### config.mk
export PLATFORM = sky130hd
export DESIGN_NAME = ps2_key_event_rx_flat
export DESIGN_NICKNAME = d
export VERILOG_FILES = /design/src/rtl/ps2_pkg.sv /design/src/rtl/ps2_key_event_rx_if.sv /design/src/rtl/ps2_frame_rx.sv /design/src/rtl/ps2_key_event_rx.sv /design/src/flat_wrapper.sv
export SDC_FILE = /design/constraint.sdc
export NUM_CORES = 1
export LEC_CHECK = 0
export BUFFER_PORTS_ARGS = -buffer_cell sky130_fd_sc_hd__buf_2
export CELL_PAD_IN_SITES_DETAIL_PLACEMENT = 0
export CELL_PAD_IN_SITES_GLOBAL_PLACEMENT = 2
export CORE_MARGIN = 10
export CORE_UTILIZATION = 39
export CTS_CLUSTER_DIAMETER = 30
export CTS_CLUSTER_SIZE = 40
export DETAILED_ROUTE_END_ITERATION = 12
export PLACE_DENSITY = 0.88
export SLEW_MARGIN = 15
export SYNTH_ARGS = -nofsm -noshare
export SYNTH_HDL_FRONTEND = slang
export SYNTH_SLANG_ARGS = --single-unit
### constraint.sdc
create_clock -name clk -period 5.6 [get_ports clk]
set_input_delay 1.12 -clock clk [delete_from_list [all_inputs] [get_ports clk]]
set_output_delay 1.12 -clock clk [all_outputs]
set_load 0.01 [all_outputs]
### src/rtl/ps2_pkg.sv
// Shared constants, event layout, state encoding and helpers for the PS/2 key event receiver.
package ps2_pkg;

    localparam logic [7:0] SC_EXT    = 8'hE0;
    localparam logic [7:0] SC_BRK    = 8'hF0;
    localparam logic [7:0] SC_LSHIFT = 8'h12;
    localparam logic [7:0] SC_RSHIFT = 8'h59;
    localparam logic [7:0] SC_CTRL   = 8'h14;
    localparam logic [7:0] SC_ALT    = 8'h11;
    localparam logic [7:0] SC_CAPS   = 8'h58;

    // Event word: {ext, brk, code[7:0]}
    localparam int EV_W        = 10;
    localparam int EV_CODE_LSB = 0;
    localparam int EV_BRK_BIT  = 8;
    localparam int EV_EXT_BIT  = 9;

    typedef enum logic [1:0] {
        ST_IDLE = 2'd0,
        ST_DATA = 2'd1,
        ST_STOP = 2'd2
    } frame_state_t;

    // PS/2 uses odd parity over data plus parity bit
    function automatic logic parity_ok(input logic [7:0] data, input logic par);
        return ^{data, par};
    endfunction

    function automatic logic [EV_W-1:0] pack_event(input logic ext, input logic brk,
                                                   input logic [7:0] code);
        return {ext, brk, code};
    endfunction

endpackage

### src/rtl/ps2_key_event_rx_if.sv
// Valid/ready key event port between the PS/2 front end and the scancode consumer.
interface ps2_key_event_rx_if;
    logic       ev_valid;
    logic       ev_ready;
    logic [7:0] ev_code;
    logic       ev_ext;
    logic       ev_brk;

    modport master (output ev_valid, output ev_code, output ev_ext, output ev_brk,
                    input ev_ready);
    modport slave  (input ev_valid, input ev_code, input ev_ext, input ev_brk,
                    output ev_ready);
endinterface

### src/rtl/ps2_frame_rx.sv
// PS/2 pin synchronisers, ps2_clk glitch filter and 11-bit frame receiver with idle timeout.
module ps2_frame_rx
    import ps2_pkg::*;
#(
    parameter int SYNC_STAGES = 3,
    parameter int FILTER_LEN  = 4,
    parameter int TIMEOUT_CYC = 5000
) (
    input  logic       clk,
    input  logic       rst,
    input  logic       ps2_clk,
    input  logic       ps2_data,
    output logic [7:0] rx_byte,
    output logic       byte_ok,
    output logic       frame_err
);

    localparam int FW = $clog2(FILTER_LEN + 1);
    localparam int TW = $clog2(TIMEOUT_CYC + 1);

    logic [SYNC_STAGES-1:0] clk_sync_r;
    logic [SYNC_STAGES-1:0] data_sync_r;
    logic                   sync_clk_s;
    logic                   sync_data_s;
    logic                   filt_r;
    logic                   filt_next_s;
    logic [FW-1:0]          fcnt_r;
    logic [FW-1:0]          fcnt_next_s;
    logic                   strobe_s;

    frame_state_t state_r;
    frame_state_t state_next_s;
    logic [3:0]   bit_cnt_r;
    logic [3:0]   bit_cnt_next_s;
    logic [7:0]   shift_r;
    logic [7:0]   shift_next_s;
    logic         par_r;
    logic         par_next_s;
    logic [TW-1:0] to_cnt_r;
    logic [TW-1:0] to_cnt_next_s;
    logic [7:0]   byte_r;
    logic [7:0]   byte_next_s;
    logic         byte_ok_r;
    logic         byte_ok_next_s;
    logic         err_r;
    logic         err_next_s;

    assign sync_clk_s  = clk_sync_r[SYNC_STAGES-1];
    assign sync_data_s = data_sync_r[SYNC_STAGES-1];
    assign rx_byte     = byte_r;
    assign byte_ok     = byte_ok_r;
    assign frame_err   = err_r;

    // Metastability synchronisers for both asynchronous pins (idle level is high)
    always_ff @(posedge clk or posedge rst) begin
        if (rst) begin
            clk_sync_r  <= {SYNC_STAGES{1'b1}};
            data_sync_r <= {SYNC_STAGES{1'b1}};
        end else begin
            clk_sync_r  <= {clk_sync_r[SYNC_STAGES-2:0], ps2_clk};
            data_sync_r <= {data_sync_r[SYNC_STAGES-2:0], ps2_data};
        end
    end

    // Glitch filter: a new ps2_clk level must persist FILTER_LEN cycles; strobe on accepted fall
    always_comb begin
        filt_next_s = filt_r;
        fcnt_next_s = {FW{1'b0}};
        strobe_s    = 1'b0;
        if (sync_clk_s != filt_r) begin
            if (fcnt_r == FW'(FILTER_LEN - 1)) begin
                filt_next_s = sync_clk_s;
                strobe_s    = ~sync_clk_s;
            end else begin
                fcnt_next_s = fcnt_r + FW'(1'b1);
            end
        end else begin
            fcnt_next_s = {FW{1'b0}};
        end
    end

    // Frame FSM next-state, bit capture, stop-bit check and timeout
    always_comb begin
        state_next_s   = state_r;
        bit_cnt_next_s = bit_cnt_r;
        shift_next_s   = shift_r;
        par_next_s     = par_r;
        to_cnt_next_s  = to_cnt_r;
        byte_next_s    = byte_r;
        byte_ok_next_s = 1'b0;
        err_next_s     = 1'b0;
        case (state_r)
            ST_IDLE: begin
                to_cnt_next_s  = {TW{1'b0}};
                bit_cnt_next_s = 4'd0;
                if (strobe_s && !sync_data_s) begin
                    state_next_s = ST_DATA;
                end else begin
                    state_next_s = ST_IDLE;
                end
            end
            ST_DATA, ST_STOP: begin
                if (strobe_s) begin
                    to_cnt_next_s = {TW{1'b0}};
                    if (state_r == ST_STOP) begin
                        state_next_s = ST_IDLE;
                        if (sync_data_s && parity_ok(shift_r, par_r)) begin
                            byte_ok_next_s = 1'b1;
                            byte_next_s    = shift_r;
                        end else begin
                            err_next_s = 1'b1;
                        end
                    end else if (bit_cnt_r == 4'd8) begin
                        par_next_s   = sync_data_s;
                        state_next_s = ST_STOP;
                    end else begin
                        shift_next_s   = {sync_data_s, shift_r[7:1]};
                        bit_cnt_next_s = bit_cnt_r + 4'd1;
                    end
                end else if (to_cnt_r == TW'(TIMEOUT_CYC - 1)) begin
                    state_next_s  = ST_IDLE;
                    to_cnt_next_s = {TW{1'b0}};
                    err_next_s    = 1'b1;
                end else begin
                    to_cnt_next_s = to_cnt_r + TW'(1'b1);
                end
            end
            default: begin
                state_next_s = ST_IDLE;
            end
        endcase
    end

    // Filter and frame state registers
    always_ff @(posedge clk or posedge rst) begin
        if (rst) begin
            filt_r    <= 1'b1;
            fcnt_r    <= {FW{1'b0}};
            state_r   <= ST_IDLE;
            bit_cnt_r <= 4'd0;
            shift_r   <= 8'd0;
            par_r     <= 1'b0;
            to_cnt_r  <= {TW{1'b0}};
            byte_r    <= 8'd0;
            byte_ok_r <= 1'b0;
            err_r     <= 1'b0;
        end else begin
            filt_r    <= filt_next_s;
            fcnt_r    <= fcnt_next_s;
            state_r   <= state_next_s;
            bit_cnt_r <= bit_cnt_next_s;
            shift_r   <= shift_next_s;
            par_r     <= par_next_s;
            to_cnt_r  <= to_cnt_next_s;
            byte_r    <= byte_next_s;
            byte_ok_r <= byte_ok_next_s;
            err_r     <= err_next_s;
        end
    end

endmodule

### src/rtl/ps2_key_event_rx.sv
// PS/2 keyboard front end: folds E0/F0 prefixes into key events, tracks modifiers, queues events.
module ps2_key_event_rx
    import ps2_pkg::*;
#(
    parameter int FIFO_DEPTH  = 8,
    parameter int SYNC_STAGES = 3,
    parameter int FILTER_LEN  = 4,
    parameter int TIMEOUT_CYC = 5000
) (
    input  logic                    clk,
    input  logic                    rst,
    input  logic                    ps2_clk,
    input  logic                    ps2_data,
    ps2_key_event_rx_if.master      ev,
    output logic [3:0]              mods,
    output logic                    frame_err,
    output logic                    overflow,
    input  logic                    ovf_clr
);

    localparam int AW = $clog2(FIFO_DEPTH);
    localparam int CW = $clog2(FIFO_DEPTH + 1);

    logic [7:0]      rx_byte_s;
    logic            byte_ok_s;
    logic            rx_err_s;

    logic            ext_pend_r, brk_pend_r;
    logic            ext_next_s, brk_next_s;
    logic            emit_s;
    logic [EV_W-1:0] ev_data_s;

    logic            shift_r, ctrl_r, alt_r, caps_r, caps_held_r;
    logic            shift_next_s, ctrl_next_s, alt_next_s, caps_next_s, caps_held_next_s;

    logic [EV_W-1:0] mem_r [FIFO_DEPTH];
    logic [AW-1:0]   wr_ptr_r, rd_ptr_r, wr_ptr_next_s, rd_ptr_next_s;
    logic [CW-1:0]   count_r, count_next_s;
    logic            push_do_s, pop_s, drop_s, full_s;
    logic [EV_W-1:0] head_r, head_next_s;
    logic            valid_r;
    logic            ovf_r, ovf_next_s;

    ps2_frame_rx #(
        .SYNC_STAGES (SYNC_STAGES),
        .FILTER_LEN  (FILTER_LEN),
        .TIMEOUT_CYC (TIMEOUT_CYC)
    ) u_frame_rx (
        .clk       (clk),
        .rst       (rst),
        .ps2_clk   (ps2_clk),
        .ps2_data  (ps2_data),
        .rx_byte   (rx_byte_s),
        .byte_ok   (byte_ok_s),
        .frame_err (rx_err_s)
    );

    assign ev.ev_valid = valid_r;
    assign ev.ev_code  = head_r[EV_CODE_LSB +: 8];
    assign ev.ev_brk   = head_r[EV_BRK_BIT];
    assign ev.ev_ext   = head_r[EV_EXT_BIT];
    assign mods        = {caps_r, alt_r, ctrl_r, shift_r};
    assign frame_err   = rx_err_s;
    assign overflow    = ovf_r;

    // Prefix folding: E0/F0 only arm flags; any other byte emits; a rejected frame disarms
    always_comb begin
        emit_s     = 1'b0;
        ext_next_s = ext_pend_r;
        brk_next_s = brk_pend_r;
        ev_data_s  = pack_event(ext_pend_r, brk_pend_r, rx_byte_s);
        if (rx_err_s) begin
            ext_next_s = 1'b0;
            brk_next_s = 1'b0;
        end else if (byte_ok_s) begin
            if (rx_byte_s == SC_EXT) begin
                ext_next_s = 1'b1;
            end else if (rx_byte_s == SC_BRK) begin
                brk_next_s = 1'b1;
            end else begin
                emit_s     = 1'b1;
                ext_next_s = 1'b0;
                brk_next_s = 1'b0;
            end
        end else begin
            emit_s = 1'b0;
        end
    end

    // Modifier tracking; caps_held suppresses retoggling on typematic repeats
    always_comb begin
        shift_next_s     = shift_r;
        ctrl_next_s      = ctrl_r;
        alt_next_s       = alt_r;
        caps_next_s      = caps_r;
        caps_held_next_s = caps_held_r;
        if (emit_s) begin
            case (rx_byte_s)
                SC_LSHIFT, SC_RSHIFT: begin
                    if (!ext_pend_r) begin
                        shift_next_s = ~brk_pend_r;
                    end else begin
                        shift_next_s = shift_r;
                    end
                end
                SC_CTRL: ctrl_next_s = ~brk_pend_r;
                SC_ALT:  alt_next_s  = ~brk_pend_r;
                SC_CAPS: begin
                    if (brk_pend_r) begin
                        caps_held_next_s = 1'b0;
                    end else begin
                        caps_next_s      = caps_held_r ? caps_r : ~caps_r;
                        caps_held_next_s = 1'b1;
                    end
                end
                default: caps_held_next_s = caps_held_r;
            endcase
        end else begin
            caps_held_next_s = caps_held_r;
        end
    end

    // FIFO bookkeeping; the head register is loaded from the post-update queue state
    always_comb begin
        full_s        = (count_r == CW'(FIFO_DEPTH));
        pop_s         = valid_r && ev.ev_ready;
        push_do_s     = emit_s && (!full_s || pop_s);
        drop_s        = emit_s && full_s && !pop_s;
        wr_ptr_next_s = push_do_s ? wr_ptr_r + AW'(1'b1) : wr_ptr_r;
        rd_ptr_next_s = pop_s ? rd_ptr_r + AW'(1'b1) : rd_ptr_r;
        case ({push_do_s, pop_s})
            2'b10:   count_next_s = count_r + CW'(1'b1);
            2'b01:   count_next_s = count_r - CW'(1'b1);
            default: count_next_s = count_r;
        endcase
        if (count_next_s == {CW{1'b0}}) begin
            head_next_s = {EV_W{1'b0}};
        end else if (push_do_s && (wr_ptr_r == rd_ptr_next_s)) begin
            head_next_s = ev_data_s;
        end else begin
            head_next_s = mem_r[rd_ptr_next_s];
        end
        if (drop_s) begin
            ovf_next_s = 1'b1;
        end else if (ovf_clr) begin
            ovf_next_s = 1'b0;
        end else begin
            ovf_next_s = ovf_r;
        end
    end

    // Decoder, modifier, FIFO and output registers
    always_ff @(posedge clk or posedge rst) begin
        if (rst) begin
            ext_pend_r  <= 1'b0;
            brk_pend_r  <= 1'b0;
            shift_r     <= 1'b0;
            ctrl_r      <= 1'b0;
            alt_r       <= 1'b0;
            caps_r      <= 1'b0;
            caps_held_r <= 1'b0;
            wr_ptr_r    <= {AW{1'b0}};
            rd_ptr_r    <= {AW{1'b0}};
            count_r     <= {CW{1'b0}};
            head_r      <= {EV_W{1'b0}};
            valid_r     <= 1'b0;
            ovf_r       <= 1'b0;
            for (int i = 0; i < FIFO_DEPTH; i++) begin
                mem_r[i] <= {EV_W{1'b0}};
            end
        end else begin
            ext_pend_r  <= ext_next_s;
            brk_pend_r  <= brk_next_s;
            shift_r     <= shift_next_s;
            ctrl_r      <= ctrl_next_s;
            alt_r       <= alt_next_s;
            caps_r      <= caps_next_s;
            caps_held_r <= caps_held_next_s;
            wr_ptr_r    <= wr_ptr_next_s;
            rd_ptr_r    <= rd_ptr_next_s;
            count_r     <= count_next_s;
            head_r      <= head_next_s;
            valid_r     <= (count_next_s != {CW{1'b0}});
            ovf_r       <= ovf_next_s;
            if (push_do_s) begin
                mem_r[wr_ptr_r] <= ev_data_s;
            end
        end
    end

endmodule

### src/flat_wrapper.sv
// flat-port wrapper written by rule: the top's interface ports become plain ports
module ps2_key_event_rx_flat import ps2_pkg::*;
#(
    parameter int FIFO_DEPTH  = 8,
    parameter int SYNC_STAGES = 3,
    parameter int FILTER_LEN  = 4,
    parameter int TIMEOUT_CYC = 5000
)
  (clk, rst, ps2_clk, ps2_data, mods, frame_err, overflow, ovf_clr, ev_ev_valid, ev_ev_code, ev_ev_ext, ev_ev_brk, ev_ev_ready);
  ps2_key_event_rx_if ev_i ();
  input  logic clk;
  input  logic rst;
  input  logic ps2_clk;
  input  logic ps2_data;
  output logic [3:0] mods;
  output logic frame_err;
  output logic overflow;
  input  logic ovf_clr;
  output wire logic [$bits(ev_i.ev_valid)-1:0] ev_ev_valid;
  output wire logic [$bits(ev_i.ev_code)-1:0] ev_ev_code;
  output wire logic [$bits(ev_i.ev_ext)-1:0] ev_ev_ext;
  output wire logic [$bits(ev_i.ev_brk)-1:0] ev_ev_brk;
  input wire logic [$bits(ev_i.ev_ready)-1:0] ev_ev_ready;
  assign ev_ev_valid = ev_i.ev_valid;
  assign ev_ev_code = ev_i.ev_code;
  assign ev_ev_ext = ev_i.ev_ext;
  assign ev_ev_brk = ev_i.ev_brk;
  assign ev_i.ev_ready = ev_ev_ready;
  ps2_key_event_rx #(.FIFO_DEPTH(FIFO_DEPTH), .SYNC_STAGES(SYNC_STAGES), .FILTER_LEN(FILTER_LEN), .TIMEOUT_CYC(TIMEOUT_CYC)) u_core (.clk(clk), .rst(rst), .ps2_clk(ps2_clk), .ps2_data(ps2_data), .ev(ev_i), .mods(mods), .frame_err(frame_err), .overflow(overflow), .ovf_clr(ovf_clr));
endmodule
==> parameters.txt <==
Parameter                              Value

Die
  Io pins ... 23
  Placeable Area ... 18700 um2
  Overall die area ... 24900 um2
  Effective utilization at floorplan ... 39.6%
  Site row count ... 50
  Chip Height ... 158 um
  Width of the chip ... 158 um

Yosys
  Top cells by instance count after synthesis ... sky130_fd_sc_hd__dfrtp_1 (150), sky130_fd_sc_hd__mux2_2 (100), sky130_fd_sc_hd__nand2_1 (94)
  Synth area leaders ... sky130_fd_sc_hd__dfrtp_1 (51%), sky130_fd_sc_hd__mux2_2 (15%), sky130_fd_sc_hd__nand2_1 (4.8%)
  Cell with the most instances after synthesis ... sky130_fd_sc_hd__dfrtp_1
  Gate count after technology mapping ... 639
  Number of different library cells in the post-synthesis netlist ... 58
  Post-synthesis sequential element count ... 157
  Synthesized area per cell ... 11.6 um2
  Post-synthesis sequential area ratio ... 53.2%
  Yosys warning count ... 0
  Post-Synthesis Cell Area ... 7410 um2
  Post-Syn Nets ... 657
  Fraction of synthesis flops using an asynchronous set or reset pin ... 100%
  Yosys top cell by area ... sky130_fd_sc_hd__dfrtp_1
  EDFF count, synth ... 0
  Area share of the leading cell type in the synthesized netlist ... 50.7%
  Most used flip-flop cell after synthesis ... sky130_fd_sc_hd__dfrtp_1

Placement
  Last weighted congestion value of the routability-driven placer ... 0.785
  Post-placement setup slack ... 1.55 ns
  Port buffer count ... 22
  Half-perimeter wire length of the detailed placement result ... 10.4 mm
  Number of instances in the placed design ... 865
  Area of placed instances ... 7700 um2

Power
  Peak supply drop ... 0.000227 V
  Combinational fraction of design power ... 26.5%
  Power density cells ... 393 nW/um2
  Leakage power figure ... 3.80 nW
  Switching part of the total power ... 32.7%
  Switch Pwr ... 1.07 mW
  Clock power frac ... 33.9%
  Internal power ... 2.19 mW
  Final Total Pwr ... 3.26 mW
  Part of the total power dissipated in sequential elements ... 39.6%

Clock network
  Gates resized, CTS repair ... 0
  Deepest level of the CTS H-tree ... 4
  TritonCTS buffer count ... 17
  Total setup buffers inserted after CTS ... 0
  Post-CTS clock slew at the launch and capture registers of the worst setup and hold paths ... 0.06 ns
  Clk_lat worst skew ... 0.42 ns
  Buffer type at the clock tree root ... sky130_fd_sc_hd__clkbuf_16
  Clock Sinks ... 157
  TritonCTS clock tree ... done
  Clock tree buffer depth ... 2
  Hold buffer count at CTS ... 0

Worst hold path
  Hold path start ... u_core.u_frame_rx.clk_sync_r[1]$_DFF_PP1_
  Cell count of the worst hold path ... 0
  Worst hold endpoint ... u_core.u_frame_rx.clk_sync_r[2]$_DFF_PP1_
  Class of the tightest hold or removal check ... reg -> reg

Detailed routing
  Via density per instance ... 5.39
  Iteration count of the initial detailed-routing pass ... 5
  Final ANT Viol Nets ... 0
  WL final ... 15.3 mm
  Detailed Route Iter0 Violations ... 286
  Number of design rule violations left after detail routing ... 0
  Vias post-DR ... 4839
  Post-DR wirelength/cell ... 17.1 um

Worst setup path
  Type of the setup path with the least slack ... in -> reg
  Worst reg2reg path endpoint ... u_core.head_r[6]$_DFF_PP0_
  Setup crit end kind ... flip-flop
  Library cell contributing the largest single delay on the critical path ... sky130_fd_sc_hd__or3_1
  Critical path launch point type ... input pin
  Worst reg-to-reg path cell count ... 12
  Highest net fanout along the worst path ... 11
  Slack of the worst reg-to-reg path ... 2.02 ns
  Most Frequent Cell on Critical Path ... sky130_fd_sc_hd__xor2_1
  WP data required ... 5.89 ns
  R2R Path Start ... u_core.u_frame_rx.rx_byte[6]$_DFFE_PP0P_
  Data arrival time of the critical path ... 3.94 ns
  Peak per-stage delay on the critical path ... 0.56 ns
  Cell breakdown of the critical path ... buf_2, nand2_2, nand4b_1, nand3_1, ha_1, xor2_1, ha_1, a21oi_1, xor2_1, nor2_1, xor2_1, or3_1, a21boi_0

Global routing
  GR Util All Layers ... 13.0%
  Total overflow reported by the global router ... 0
  Largest net degree at the start of global routing ... 63
  First-pass GRT wire length ... 25.7 mm
  Antenna violations before repair ... 0
  Via count of the first global-routing pass ... 4876

Outcome
  Result of the run ... complete, no violations

STA
  Fin crit period ... 3.65 ns
  Clock skew ... 0.00767 ns
  Post-Route Setup TNS ... 0 ns
  Unrepaired setup endpoints after global routing ... false
  Tightest slew margin relative to the limit ... 28.7%
  Max Fclk ... 274 MHz
  Final hold viol count ... 0
  Final clock period utilization by the worst path ... 65.2%
  Tightest Pin Transition ... 1.06 ns
  Minimum hold slack ... 0.355 ns
  Total of endpoints with negative setup slack in the final report ... 0
  Post-route setup slack ... 1.95 ns
  Max-slew violation total from the final report ... 0

Finish
  Number of nets at the end of the flow ... 668
  Antenna Diode Count ... 0
  Ratio of cells with drive above 1 in the final layout ... 27.3%
  Area of all placed cells without fillers ... 8290 um2
  Final cell utilization of the core ... 44.3%
  Fill cell count ... 1683
  Final standard cell count with taps included and fillers excluded ... 897
  Synth-to-layout area growth ... 11.9%

Run
  Maximum Capacitance Violations ... 0
flip-flops by register name, indices dropped and copies added, names as in the netlist, 2 cells and up:
signal	count
u_core.u_frame_rx.bit_cnt_r	4
u_core.u_frame_rx.state_r	2
u_core.wr_ptr_r	3
u_core.count_r	4
u_core.u_frame_rx.clk_sync_r	3
u_core.mem_r	80
u_core.u_frame_rx.fcnt_r	3
u_core.u_frame_rx.shift_r	8
u_core.u_frame_rx.to_cnt_r	13
u_core.head_r	10
u_core.u_frame_rx.data_sync_r	3
u_core.u_frame_rx.rx_byte	8
u_core.rd_ptr_r	3
area by class of cell:
| class | count | area (um2) | share of cell area, % |
|---|---|---|---|
| tap | 234 | 293 | 3.53 |
| inverter | 10 | 42.5 | 0.513 |
| clock buffer | 23 | 488 | 5.89 |
| timing repair buffer | 29 | 163 | 1.96 |
| clock inverter | 9 | 86.3 | 1.04 |
| multi-input combinational | 435 | 3280 | 39.5 |
| sequential | 157 | 3940 | 47.5 |
cells by family after synthesis:
family / count (synthesis) / synth area share [%]
DFF: 157 / 53.2
AOI/OAI and AO/OA: 57 / 5.42
buffers and inverters: 47 / 2.84
and+or+nand+nor: 221 / 15.3
xor gates and xnor gates: 31 / 3.95
muxes: 114 / 17.3
adders and majority gates: 12 / 2.03
power groups by stage:
| stage | Combinational (mW) | Clock [mW] | Sequential [mW] |
|---|---|---|---|
| floorplan | 0.608 | 0 | 1.30 |
| global placement | 0.855 | 0 | 1.31 |
| detailed placement | 0.866 | 0 | 1.31 |
| CTS | 0.866 | 1.13 | 1.29 |
| global route | 0.963 | 1.18 | 1.30 |
| finish | 0.863 | 1.11 | 1.29 |
worst max path at each step:
stage	start	to	slack, ns	cells after the start
floorplan	rst	u_core.alt_r$_DFFE_PP0P_	0.26	1
global placement	ev_ev_ready	u_core.head_r[8]$_DFF_PP0_	1.69	13
detailed placement	ev_ev_ready	u_core.head_r[4]$_DFF_PP0_	1.55	13
CTS	ev_ev_ready	u_core.head_r[6]$_DFF_PP0_	1.99	13
global route	ev_ev_ready	u_core.head_r[7]$_DFF_PP0_	1.68	13
finish	ev_ev_ready	u_core.head_r[6]$_DFF_PP0_	1.95	13
cells in the final DEF, fill, tap and decap left out, drive strengths merged, types with 5 or more instances in the layout:
| cell | instances |
|---|---|
| a32oi | 10 |
| xor2 | 15 |
| mux2 | 100 |
| nor2 | 23 |
| clkbuf | 23 |
| nand2 | 95 |
| a21oi | 5 |
| nand3b | 5 |
| a21boi | 10 |
| nor2b | 6 |
| buf | 29 |
| ha | 12 |
| xnor2 | 15 |
| clkinv | 6 |
| o21ai | 13 |
| dfrtp | 150 |
| nand4b | 11 |
| or3 | 5 |
| nand2b | 7 |
| nand3 | 39 |
| mux2i | 14 |
| dfstp | 7 |
| nor3 | 9 |
| inv | 10 |
| o31ai | 5 |
worst max-delay path: cells and delay by family:
| family | cells | cell delay [ns] |
|---|---|---|
| AOI/OAI and AO/OA | 2 | 0.37 |
| buffers and inverters | 1 | 0.10 |
| xor gates and xnor gates | 3 | 0.42 |
| and+or+nand+nor | 5 | 1.37 |
| adders and majority gates | 2 | 0.55 |
layer usage:
layer,vias up,GRT usage (%),share of wire (%)
met4,0,4.05,1.4
met3,16,3.31,3.8
met2,88,20.7,48
met1,2468,17.0,47
li1,2267,-,-
met5,-,0,0
Power figures use the tool's default switching activity.
